## src/rtl/mips_pkg.sv

```systemverilog
// Shared MIPS decode constants: opcodes, R-type funct codes, COP0 sub-ops and the
// destination-select type used by the register-access decoder.
package mips_pkg;

  localparam logic [5:0] OP_RTYPE = 6'h00;
  localparam logic [5:0] OP_BEQ   = 6'h04;
  localparam logic [5:0] OP_BNE   = 6'h05;
  localparam logic [5:0] OP_ADDI  = 6'h08;
  localparam logic [5:0] OP_ADDIU = 6'h09;
  localparam logic [5:0] OP_SLTI  = 6'h0a;
  localparam logic [5:0] OP_ANDI  = 6'h0c;
  localparam logic [5:0] OP_ORI   = 6'h0d;
  localparam logic [5:0] OP_COP0  = 6'h10;
  localparam logic [5:0] OP_LW    = 6'h23;
  localparam logic [5:0] OP_SW    = 6'h2b;

  localparam logic [5:0] FN_SLL  = 6'h00;
  localparam logic [5:0] FN_SRL  = 6'h02;
  localparam logic [5:0] FN_SRA  = 6'h03;
  localparam logic [5:0] FN_JR   = 6'h08;
  localparam logic [5:0] FN_ADD  = 6'h20;
  localparam logic [5:0] FN_ADDU = 6'h21;
  localparam logic [5:0] FN_SUB  = 6'h22;
  localparam logic [5:0] FN_AND  = 6'h24;
  localparam logic [5:0] FN_OR   = 6'h25;
  localparam logic [5:0] FN_NOR  = 6'h27;
  localparam logic [5:0] FN_SLT  = 6'h2a;
  localparam logic [5:0] FN_SLTU = 6'h2b;

  localparam logic [4:0] CP0_MF = 5'b00000;
  localparam logic [4:0] CP0_MT = 5'b00100;

  typedef enum logic {WrRt, WrRd} wr_sel_e;

endpackage

```

## src/rtl/reg_scoreboard_if.sv

```systemverilog
// Issue/retire/flush bundle between the ID stage and the register scoreboard.
interface reg_scoreboard_if #(
  parameter int unsigned NUM_REGS = 32,
  parameter int unsigned ADDR_W   = 5
);
  logic              issue_valid;
  logic [5:0]        op;
  logic [5:0]        funct;
  logic [4:0]        rs_field;
  logic [ADDR_W-1:0] rs;
  logic [ADDR_W-1:0] rt;
  logic [ADDR_W-1:0] rd;
  logic              retire_valid;
  logic [ADDR_W-1:0] retire_dest;
  logic              flush;
  logic              stall;
  logic              read_rs;
  logic              read_rt;
  logic              wr_en;
  logic [ADDR_W-1:0] wr_dest;
  logic [NUM_REGS-1:0] busy;
  logic              err_underflow;

  modport master (
    output issue_valid, op, funct, rs_field, rs, rt, rd, retire_valid, retire_dest, flush,
    input  stall, read_rs, read_rt, wr_en, wr_dest, busy, err_underflow
  );

  modport slave (
    input  issue_valid, op, funct, rs_field, rs, rt, rd, retire_valid, retire_dest, flush,
    output stall, read_rs, read_rt, wr_en, wr_dest, busy, err_underflow
  );
endinterface

```

## src/rtl/reg_access_decode.sv

```systemverilog
// Combinational op/funct/rs_field decode into register reads, write enable and
// destination field select. Unknown encodings neither read nor write.
module reg_access_decode
  import mips_pkg::*;
(
  input  logic [5:0] op,
  input  logic [5:0] funct,
  input  logic [4:0] rs_field,
  output logic       read_rs,
  output logic       read_rt,
  output logic       wr_en,
  output wr_sel_e    wr_sel
);

  always_comb begin
    read_rs = 1'b0;
    read_rt = 1'b0;
    wr_en   = 1'b0;
    wr_sel  = WrRt;
    case (op)
      OP_RTYPE: begin
        case (funct)
          FN_ADD, FN_ADDU, FN_SUB, FN_AND, FN_OR, FN_NOR, FN_SLT, FN_SLTU: begin
            read_rs = 1'b1;
            read_rt = 1'b1;
            wr_en   = 1'b1;
            wr_sel  = WrRd;
          end
          FN_SLL, FN_SRL, FN_SRA: begin
            read_rt = 1'b1;
            wr_en   = 1'b1;
            wr_sel  = WrRd;
          end
          FN_JR:   read_rs = 1'b1;
          default: ;
        endcase
      end
      OP_BEQ, OP_BNE, OP_SW: begin
        read_rs = 1'b1;
        read_rt = 1'b1;
      end
      OP_ADDI, OP_ADDIU, OP_SLTI, OP_ANDI, OP_ORI, OP_LW: begin
        read_rs = 1'b1;
        wr_en   = 1'b1;
      end
      OP_COP0: begin
        if (rs_field == CP0_MT) read_rt = 1'b1;
        if (rs_field == CP0_MF) wr_en = 1'b1;
      end
      default: ;
    endcase
  end

endmodule

```

## src/rtl/reg_scoreboard.sv

```systemverilog
// Issue-stage RAW scoreboard: per-register saturating pending-write counters and stall.
// Define REG_SCOREBOARD_BYPASS_EN to let a same-cycle final retire clear a source hazard.
module reg_scoreboard
  import mips_pkg::*;
#(
  parameter int unsigned NUM_REGS = 32,
  parameter int unsigned ADDR_W   = 5,
  parameter int unsigned CNT_W    = 2
) (
  input  logic            clk,
  input  logic            rst_n,
  reg_scoreboard_if.slave sb
);

  localparam logic [CNT_W-1:0] CntMax = '1;

  logic [CNT_W-1:0]    cnt_q [NUM_REGS];
  logic [CNT_W-1:0]    cnt_d [NUM_REGS];
  logic                err_q, err_d;
  logic                dec_rs, dec_rt, dec_wr;
  wr_sel_e             wr_sel;
  logic [ADDR_W-1:0]   wr_dest;
  logic                wr_en;
  logic [CNT_W-1:0]    cnt_rs, cnt_rt, cnt_wd;
  logic                byp_rs, byp_rt;
  logic                hazard_rs, hazard_rt, sat, stall;
  logic                issue_fire, retire_fire;
  logic [NUM_REGS-1:0] busy;

  reg_access_decode u_decode (
    .op      (sb.op),
    .funct   (sb.funct),
    .rs_field(sb.rs_field),
    .read_rs (dec_rs),
    .read_rt (dec_rt),
    .wr_en   (dec_wr),
    .wr_sel  (wr_sel)
  );

  assign wr_dest = (wr_sel == WrRd) ? sb.rd : sb.rt;
  assign wr_en   = dec_wr && (wr_dest != '0);

  // Indices beyond NUM_REGS read as an idle counter.
  always_comb begin
    cnt_rs = '0;
    cnt_rt = '0;
    cnt_wd = '0;
    for (int i = 0; i < NUM_REGS; i++) begin
      if (ADDR_W'(i) == sb.rs)   cnt_rs = cnt_q[i];
      if (ADDR_W'(i) == sb.rt)   cnt_rt = cnt_q[i];
      if (ADDR_W'(i) == wr_dest) cnt_wd = cnt_q[i];
    end
  end

`ifdef REG_SCOREBOARD_BYPASS_EN
  assign byp_rs = sb.retire_valid && (sb.retire_dest == sb.rs) && (cnt_rs == CNT_W'(1));
  assign byp_rt = sb.retire_valid && (sb.retire_dest == sb.rt) && (cnt_rt == CNT_W'(1));
`else
  assign byp_rs = 1'b0;
  assign byp_rt = 1'b0;
`endif

  assign hazard_rs = dec_rs && (sb.rs != '0) && (cnt_rs != '0) && !byp_rs;
  assign hazard_rt = dec_rt && (sb.rt != '0) && (cnt_rt != '0) && !byp_rt;
  assign sat       = wr_en && (cnt_wd == CntMax);
  assign stall     = sb.issue_valid && !sb.flush && (hazard_rs || hazard_rt || sat);

  assign issue_fire  = sb.issue_valid && !stall && !sb.flush && wr_en;
  assign retire_fire = sb.retire_valid && (sb.retire_dest != '0) && !sb.flush;

  always_comb begin
    logic inc, dec;
    err_d    = err_q;
    cnt_d[0] = '0;
    for (int i = 1; i < NUM_REGS; i++) begin
      inc      = issue_fire && (wr_dest == ADDR_W'(i));
      dec      = retire_fire && (sb.retire_dest == ADDR_W'(i));
      cnt_d[i] = cnt_q[i];
      if (sb.flush) begin
        cnt_d[i] = '0;
      end else if (inc && !dec) begin
        cnt_d[i] = cnt_q[i] + CNT_W'(1);
      end else if (dec && !inc) begin
        if (cnt_q[i] == '0) err_d = 1'b1;
        else                cnt_d[i] = cnt_q[i] - CNT_W'(1);
      end
    end
  end

  always_ff @(posedge clk or negedge rst_n) begin
    if (!rst_n) begin
      for (int i = 0; i < NUM_REGS; i++) cnt_q[i] <= '0;
      err_q <= 1'b0;
    end else begin
      cnt_q <= cnt_d;
      err_q <= err_d;
    end
  end

  always_comb begin
    for (int i = 0; i < NUM_REGS; i++) busy[i] = (cnt_q[i] != '0);
  end

  assign sb.stall         = stall;
  assign sb.read_rs       = dec_rs;
  assign sb.read_rt       = dec_rt;
  assign sb.wr_en         = wr_en;
  assign sb.wr_dest       = wr_dest;
  assign sb.busy          = busy;
  assign sb.err_underflow = err_q;

endmodule

```

## src/flat_wrapper.sv

```systemverilog
// flat-port wrapper written by rule: the top's interface ports become plain ports
module reg_scoreboard_flat import mips_pkg::*;
#(
  parameter int unsigned NUM_REGS = 32,
  parameter int unsigned ADDR_W   = 5,
  parameter int unsigned CNT_W    = 2
)
  (clk, rst_n, sb_issue_valid, sb_op, sb_funct, sb_rs_field, sb_rs, sb_rt, sb_rd, sb_retire_valid, sb_retire_dest, sb_flush, sb_stall, sb_read_rs, sb_read_rt, sb_wr_en, sb_wr_dest, sb_busy, sb_err_underflow);
  reg_scoreboard_if #(.NUM_REGS(NUM_REGS), .ADDR_W(ADDR_W)) sb_i ();
  input  logic clk;
  input  logic rst_n;
  input wire logic [$bits(sb_i.issue_valid)-1:0] sb_issue_valid;
  input wire logic [$bits(sb_i.op)-1:0] sb_op;
  input wire logic [$bits(sb_i.funct)-1:0] sb_funct;
  input wire logic [$bits(sb_i.rs_field)-1:0] sb_rs_field;
  input wire logic [$bits(sb_i.rs)-1:0] sb_rs;
  input wire logic [$bits(sb_i.rt)-1:0] sb_rt;
  input wire logic [$bits(sb_i.rd)-1:0] sb_rd;
  input wire logic [$bits(sb_i.retire_valid)-1:0] sb_retire_valid;
  input wire logic [$bits(sb_i.retire_dest)-1:0] sb_retire_dest;
  input wire logic [$bits(sb_i.flush)-1:0] sb_flush;
  output wire logic [$bits(sb_i.stall)-1:0] sb_stall;
  output wire logic [$bits(sb_i.read_rs)-1:0] sb_read_rs;
  output wire logic [$bits(sb_i.read_rt)-1:0] sb_read_rt;
  output wire logic [$bits(sb_i.wr_en)-1:0] sb_wr_en;
  output wire logic [$bits(sb_i.wr_dest)-1:0] sb_wr_dest;
  output wire logic [$bits(sb_i.busy)-1:0] sb_busy;
  output wire logic [$bits(sb_i.err_underflow)-1:0] sb_err_underflow;
  assign sb_i.issue_valid = sb_issue_valid;
  assign sb_i.op = sb_op;
  assign sb_i.funct = sb_funct;
  assign sb_i.rs_field = sb_rs_field;
  assign sb_i.rs = sb_rs;
  assign sb_i.rt = sb_rt;
  assign sb_i.rd = sb_rd;
  assign sb_i.retire_valid = sb_retire_valid;
  assign sb_i.retire_dest = sb_retire_dest;
  assign sb_i.flush = sb_flush;
  assign sb_stall = sb_i.stall;
  assign sb_read_rs = sb_i.read_rs;
  assign sb_read_rt = sb_i.read_rt;
  assign sb_wr_en = sb_i.wr_en;
  assign sb_wr_dest = sb_i.wr_dest;
  assign sb_busy = sb_i.busy;
  assign sb_err_underflow = sb_i.err_underflow;
  reg_scoreboard #(.NUM_REGS(NUM_REGS), .ADDR_W(ADDR_W), .CNT_W(CNT_W)) u_core (.clk(clk), .rst_n(rst_n), .sb(sb_i));
endmodule
```

## config.mk

```make
export PLATFORM = sky130hd
export DESIGN_NAME = reg_scoreboard_flat
export DESIGN_NICKNAME = d
export VERILOG_FILES = /design/src/rtl/mips_pkg.sv /design/src/rtl/reg_scoreboard_if.sv /design/src/rtl/reg_access_decode.sv /design/src/rtl/reg_scoreboard.sv /design/src/flat_wrapper.sv
export SDC_FILE = /design/constraint.sdc
export NUM_CORES = 1
export LEC_CHECK = 0
export BUFFER_PORTS_ARGS = -buffer_cell sky130_fd_sc_hd__buf_4
export CORE_ASPECT_RATIO = 0.7
export CORE_MARGIN = 4
export CORE_UTILIZATION = 47
export DETAILED_ROUTE_END_ITERATION = 8
export GPL_TIMING_DRIVEN = 0
export PLACE_DENSITY = 0.63
export SKIP_LAST_GASP = 1
export SLEW_MARGIN = 30
export SYNTH_ARGS = -nofsm -noshare
export SYNTH_HDL_FRONTEND = slang
export SYNTH_SLANG_ARGS = --single-unit
export TNS_END_PERCENT = 30
```

## constraint.sdc

```tcl
create_clock -name clk -period 15.1 [get_ports clk]
set_input_delay 3.02 -clock clk [delete_from_list [all_inputs] [get_ports clk]]
set_output_delay 3.02 -clock clk [all_outputs]
set_load 0.02 [all_outputs]
```

### Yosys cells after proc, flatten, opt, wreduce, memory -nomap -nowiden

Index checks and enable logic that the tools add are counted.

* reductions and logical operators: 341
* equality and inequality tests: 209
* $add $sub $neg: 62
* mux-type cells: 350

Operators by type and width (count)
* 2-bit 2-to-1 mux: 217
* 5-bit equality test (first input constant): 48
* 5-bit equality test (second input constant): 32
* 1-bit logical AND: 137
* 1-bit 2-to-1 mux: 129
* 4-bit by 5-bit equality test with 1-bit output (first input constant): 24
* 3-bit by 2-bit != test with 1-bit output (second input constant): 31
* 3-bit nonzero test: 31
* 5-bit by 4-bit equality test with 1-bit output (second input constant): 16
* 2-bit nonzero test: 33
* 1-bit zero test: 64
* 2-bit by 1-bit adder with 2-bit output (second input constant): 31
* 2-bit zero test: 31
* 2-bit AND reduction: 31
* 2-bit by 1-bit subtractor with 2-bit output (second input constant): 31
* 3-bit by 5-bit equality test with 1-bit output (first input constant): 12
* 6-bit equality test (second input constant): 10
* 5-bit by 3-bit equality test with 1-bit output (second input constant): 9
* 6-bit by 4-bit equality test with 1-bit output (second input constant): 6
* 2-bit by 5-bit equality test with 1-bit output (first input constant): 6
* 5-bit by 2-bit equality test with 1-bit output (second input constant): 4
* 5-bit nonzero test: 4
* 9-bit OR reduction: 2
* 1-bit by 5-bit equality test with 1-bit output (first input constant): 3
* other kinds (14): 20

* output and inout port bits: 42
* flip-flop bits (word level): 63
* input port bits: 42
* word-level logic and storage cells: 994

### Depth between registers and ports, before layout

* depth in word-level cells: 171
* gate-level depth with buffers: 19
* depth with buffers taken out: 14

### Cells and area by module

A second synthesis with hierarchy kept.

* cells, all modules: 1114
* area total of the unflattened synthesis: 7928.9 um^2

Modules (own cells, without submodules)
* reg_scoreboard: area each 7721.2 um^2, cells each 1080, times used 1, seq. area each 1576.5 um^2
* reg_access_decode: area each 207.7 um^2, cells each 34, times used 1, seq. area each 0.0 um^2

### Worst setup path after synthesis

No wires, ideal clock.

* path type: input to output
* from: in sb_funct[4]
* to: out sb_stall
* arrival: 6388 ps
* data required time: 12080 ps
* stages: 12
* path buffers: 2
* slack: 5692 ps
* path through: or4_4 or2_4 a21oi_2 buf_6 mux2i_1 a211oi_1 a2111o_1 o211ai_1 o211a_1 nor3_4 clkbuf_1 o41a_1

* longest elaborated chain between the ends: 41
* elaborated cells between the ends (all ways): 94

RTL lines
* from (decl): line flat_wrapper.sv:14 `input wire logic [$bits(sb_i.funct)-1:0] sb_funct;`
* 6-bit by 2-bit equality test with 1-bit output, or another cell as far along: line reg_access_decode.sv:22 `case (funct)`
* 11-bit OR reduction (no line)
* 1-bit 2-to-1 mux: line reg_access_decode.sv:22
* 1-bit 2-to-1 mux: line reg_access_decode.sv:20 `case (op)`
* 5-bit 2-to-1 mux: line reg_scoreboard.sv:40 `assign wr_dest = (wr_sel == WrRd) ? sb.rd : sb.rt;`
* 1-bit by 5-bit equality test with 1-bit output: line reg_scoreboard.sv:51 `if (ADDR_W'(i) == wr_dest) cnt_wd = cnt_q[i];`
* 2-bit 2-to-1 mux (31 in series): line reg_scoreboard.sv:51
* 2-bit equality test: line reg_scoreboard.sv:65 `assign sat = wr_en && (cnt_wd == CntMax);`
* 1-bit logical AND: line reg_scoreboard.sv:65
* 1-bit logical OR (*): line reg_scoreboard.sv:66 `assign stall = sb.issue_valid && !sb.flush && (hazard_rs || hazard_rt || sat);`
* 1-bit logical AND (*): line reg_scoreboard.sv:66
* to (decl): line flat_wrapper.sv:22 `output wire logic [$bits(sb_i.stall)-1:0] sb_stall;`

Every way passes the cells marked *; elsewhere a longest branch is shown, timed or not.

### Worst setup path in the final report

Ends and elaborated chain as after synthesis.

==> flow_metrics.env <==
export IMPL_hold_buffers=0
export IMPL_io_pins=84
export IMPL_r2r_end="u_core.sb.err_underflow$_DFF_PN0_"
export IMPL_cts_tree="yes"
export IMPL_ant_nets=0
export IMPL_worst_setup_path_start_kind="input port"
export IMPL_crit_start="sb_funct[4]"
export IMPL_fin_crit_ns=10.44
export IMPL_gr_total_overflow=0
export IMPL_layout_common_cells="119 x nand2_1, 103 x nor2_1, 86 x a21oi_1, 82 x buf_4"
export IMPL_antenna_found_initial=0
export IMPL_slew_headroom_pct=18.9
export IMPL_hpwl_um=33500
export IMPL_worst_slew_pin_slew_ns=1.21
export IMPL_worst_path_buf_inv=4
export IMPL_cts_sinks=63
export IMPL_ys_seq_area_share_pct=19.4
export IMPL_postSynthAreaPerCell_um2=7.12
export IMPL_ys_types=101
export IMPL_hold_path_class="register to register"
export IMPL_finalInstanceArea_um2=9270
export IMPL_p_int_mw=0.315
export IMPL_final_core_util_pct=55.7
export IMPL_critPathKind="input port to output port"
export IMPL_max_clock_freq_ghz=0.0958
export IMPL_finClkSkew_ns=0.00966
export IMPL_fp_dieW_um=165
export IMPL_grt_max_degree=64
export IMPL_finalSetupViolCount=0
export IMPL_maxCapViolCount=0
export IMPL_drive_above_1_share_pct=15.1
export IMPL_gp_congestion=1.10
export IMPL_crit_path_cell_trace="buf_4 > or4_4 > nor2_4 > o21ai_2 > mux2i_1 > clkbuf_1 > nand2_1 > a21oi_1 > nor4_1 > o211a_1 > nor3_4 > clkbuf_1 > o41a_1 > buf_4"
export IMPL_first_global_vias=9632
export IMPL_grt_usage_pct=44.2
export IMPL_ys_ff_latch=63
export IMPL_port_buffers=78
export IMPL_slew_viol_final=0
export IMPL_power_density_nw_per_um2=52.8
export IMPL_drc=0
export IMPL_post_route_period_util_pct=69.1
export IMPL_nets=1273
export IMPL_r2r_start="u_core.cnt_q[41]$_DFFE_PN0P_"
export IMPL_final_hold_violation_count=0
export IMPL_mostFrequentLayoutCell="nand2_1"
export IMPL_wl_per_cell_um=30.4
export IMPL_switchingPower_mw=0.175
export IMPL_clkLatencyLatePin_ns=0.34
export IMPL_peakVddDrop_mv=0.0602
export IMPL_path_depth=14
export IMPL_reg2reg_slack_ns=9.96
export IMPL_status="finished, final reports clean"
export IMPL_core_area_um2=16600
export IMPL_syn_num_nets=1184
export IMPL_die_h_um=118
export IMPL_leakage_nw=3.43
export IMPL_required_ns=12.08
export IMPL_placementRows=39
export IMPL_area_growth_pct=14.0
export IMPL_p_clk_share_pct=39.6
export IMPL_drt_iter0_markers=2095
export IMPL_fin_setup_tns_ns=0
export IMPL_end_kind="output port"
export IMPL_drt_pass1_iterations=7
export IMPL_critPathMaxStageDelay_ns=0.57
export IMPL_postSynthCellCount=1142
export IMPL_yosys_warnings=0
export IMPL_grt_pass1_wl_um=63800
export IMPL_cts_resized=0
export IMPL_vias_per_cell=7.42
export IMPL_crit_family="simple AND/OR/NAND/NOR gates"
export IMPL_synth_edf_count=0
export IMPL_nFillCells=1643
export IMPL_synth_ff_type="dfrtp_1"
export IMPL_initial_core_util_pct=48.9
export IMPL_rsz0062_at_grt="false"
export IMPL_async_flop_share_pct=100
export IMPL_vias=10800
export IMPL_cts_root_buf="clkbuf_16"
export IMPL_die_area_um2=19500
export IMPL_netSwitchingFraction_pct=35.7
export IMPL_routed_wirelength_um=44400
export IMPL_p_seq_share_pct=34.5
export IMPL_path_max_fanout=10
export IMPL_path_clk_slew_ns=0.06
export IMPL_crit_path_end="sb_stall"
export IMPL_crit_arrival_ns=7.42
export IMPL_rr_worst_depth=13
export IMPL_cts_setup_buffers=0
export IMPL_htree_levels=3
export IMPL_clock_path_buffers=2
export IMPL_cp_slowest_cell="or4_4"
export IMPL_syn_cell_area_um2=8130
export IMPL_cts_buffers=9
export IMPL_dpl_cell_area_um2=9000
export IMPL_pwr_share_comb_pct=25.8
## power by group through the flow
stage / combinational [mW] / clock (mW) / sequential (mW)
final: 0.127 / 0.194 / 0.169
after global routing: 0.131 / 0.202 / 0.169
after detailed placement: 0.119 / 0 / 0.172
after CTS: 0.119 / 0.194 / 0.169
after floorplan: 0.0705 / 0 / 0.172
after global placement: 0.119 / 0 / 0.172
## metal layers
layer	share of wire, %	wire length, µm	GRT usage, %	vias to the layer above
met5	0.18	80	5.35	-
met4	6.3	2780	18.9	2
met3	20	8950	24.5	221
met2	35	15600	53.8	1072
met1	38	16900	61.7	5033
li1	-	-	-	4518
## through the flow
stage	instances	setup WS, ns	hold slack, ns	power, mW
6_report	1462	4.66	0.588	0.490
5_1_grt	1460	4.63	0.621	0.501
4_1_cts	1460	4.90	0.575	0.482
3_5_place_dp	1445	4.91	0.558	0.291
3_3_place_gp	1445	4.64	0.553	0.291
2_1_floorplan	1142	5.69	0.487	0.243
## worst reg2reg max path, cell delays in order (launching register included)
cell and delay [ns]:
dfrtp_1 0.36, clkbuf_1 0.41, mux2i_1 0.30, nor2_1 0.19
o31a_1 0.37, a22oi_1 0.20, a21o_1 0.14, a41oi_1 0.22
nor3_1 0.85, o21ai_2 0.37, o31ai_1 0.68, o32ai_1 0.30
nor4_1 0.44, nand2_1 0.17
## logic make-up (layout without fill, tap and decap cells)
| group | Yosys count | count (layout) | synth area share [%] |
|---|---|---|---|
| XOR/XNOR | 7 | 7 | 0.754 |
| AND/OR/NAND/NOR | 503 | 503 | 32.9 |
| flip-flops | 63 | 63 | 19.4 |
| AO/OA/AOI/OAI | 412 | 412 | 35.9 |
| other | 1 | 3 | 0.0461 |
| multiplexers | 35 | 35 | 4.45 |
| buffers and inverters | 121 | 214 | 6.60 |
## worst min path at each step
stage	start	end	cells after the start
finish	u_core.cnt_q[5]$_DFFE_PN0P_	u_core.cnt_q[5]$_DFFE_PN0P_	2
global placement	u_core.cnt_q[6]$_DFFE_PN0P_	u_core.cnt_q[6]$_DFFE_PN0P_	1
global route	u_core.cnt_q[11]$_DFFE_PN0P_	u_core.cnt_q[11]$_DFFE_PN0P_	2
floorplan	u_core.cnt_q[30]$_DFFE_PN0P_	u_core.cnt_q[31]$_DFFE_PN0P_	1
detailed placement	u_core.cnt_q[6]$_DFFE_PN0P_	u_core.cnt_q[6]$_DFFE_PN0P_	1
CTS	u_core.cnt_q[6]$_DFFE_PN0P_	u_core.cnt_q[6]$_DFFE_PN0P_	1
## cells in the mapped netlist, drive strengths merged (5+ instances only)
cell type	number	area [µm²]
o311ai	7	68.8
or2	27	171
o2111ai	7	61.3
inv	35	131
nand2b	36	225
a21oi	87	439
buf	29	191
xnor2	5	43.8
a211oi	30	243
a22o	5	43.8
dfrtp	63	1580
o221ai	8	82.6
o21ai	78	398
a311oi	5	43.8
nand4b	5	43.8
o22ai	17	106
mux2	9	101
o32ai	8	70.1
nor4	22	216
a31oi	21	131
nand3	30	150
clkbuf	56	210
nand4	11	68.8
mux2i	26	260
o31ai	17	133
nand2	119	447
nand3b	7	52.6
a21o	7	52.6
o211ai	13	97.6
o21a	16	121
o31a	5	43.8
a221oi	6	70.1
nor3b	5	37.5
nor2b	26	163
and3	12	75.1
nor3	58	317
a22oi	13	97.6
or3	15	93.8
and2	6	37.5
a21boi	6	56.3
a2111oi	8	114
nor2	105	404
## cell type report
| cell class | instances | area, µm² | share of cell area [%] |
|---|---|---|---|
| flip-flops and latches | 63 | 1580 | 17.0 |
| clock buffers | 9 | 225 | 2.43 |
| clock inverters | 6 | 38.8 | 0.418 |
| plain buffers | 85 | 402 | 4.33 |
| repair buffers | 78 | 586 | 6.31 |
| well taps | 225 | 282 | 3.04 |
| inverters | 36 | 135 | 1.46 |
| diodes | 2 | 5.00 | 0.0540 |
| multi-input cells | 958 | 6020 | 65.0 |
## registers in the layout, indices dropped and copies added, names as in the netlist
| signal | flops |
|---|---|
| u_core.cnt_q | 62 |
| u_core.sb.err_underflow | 1 |
No activity file was read; power rests on OpenSTA's default activity.
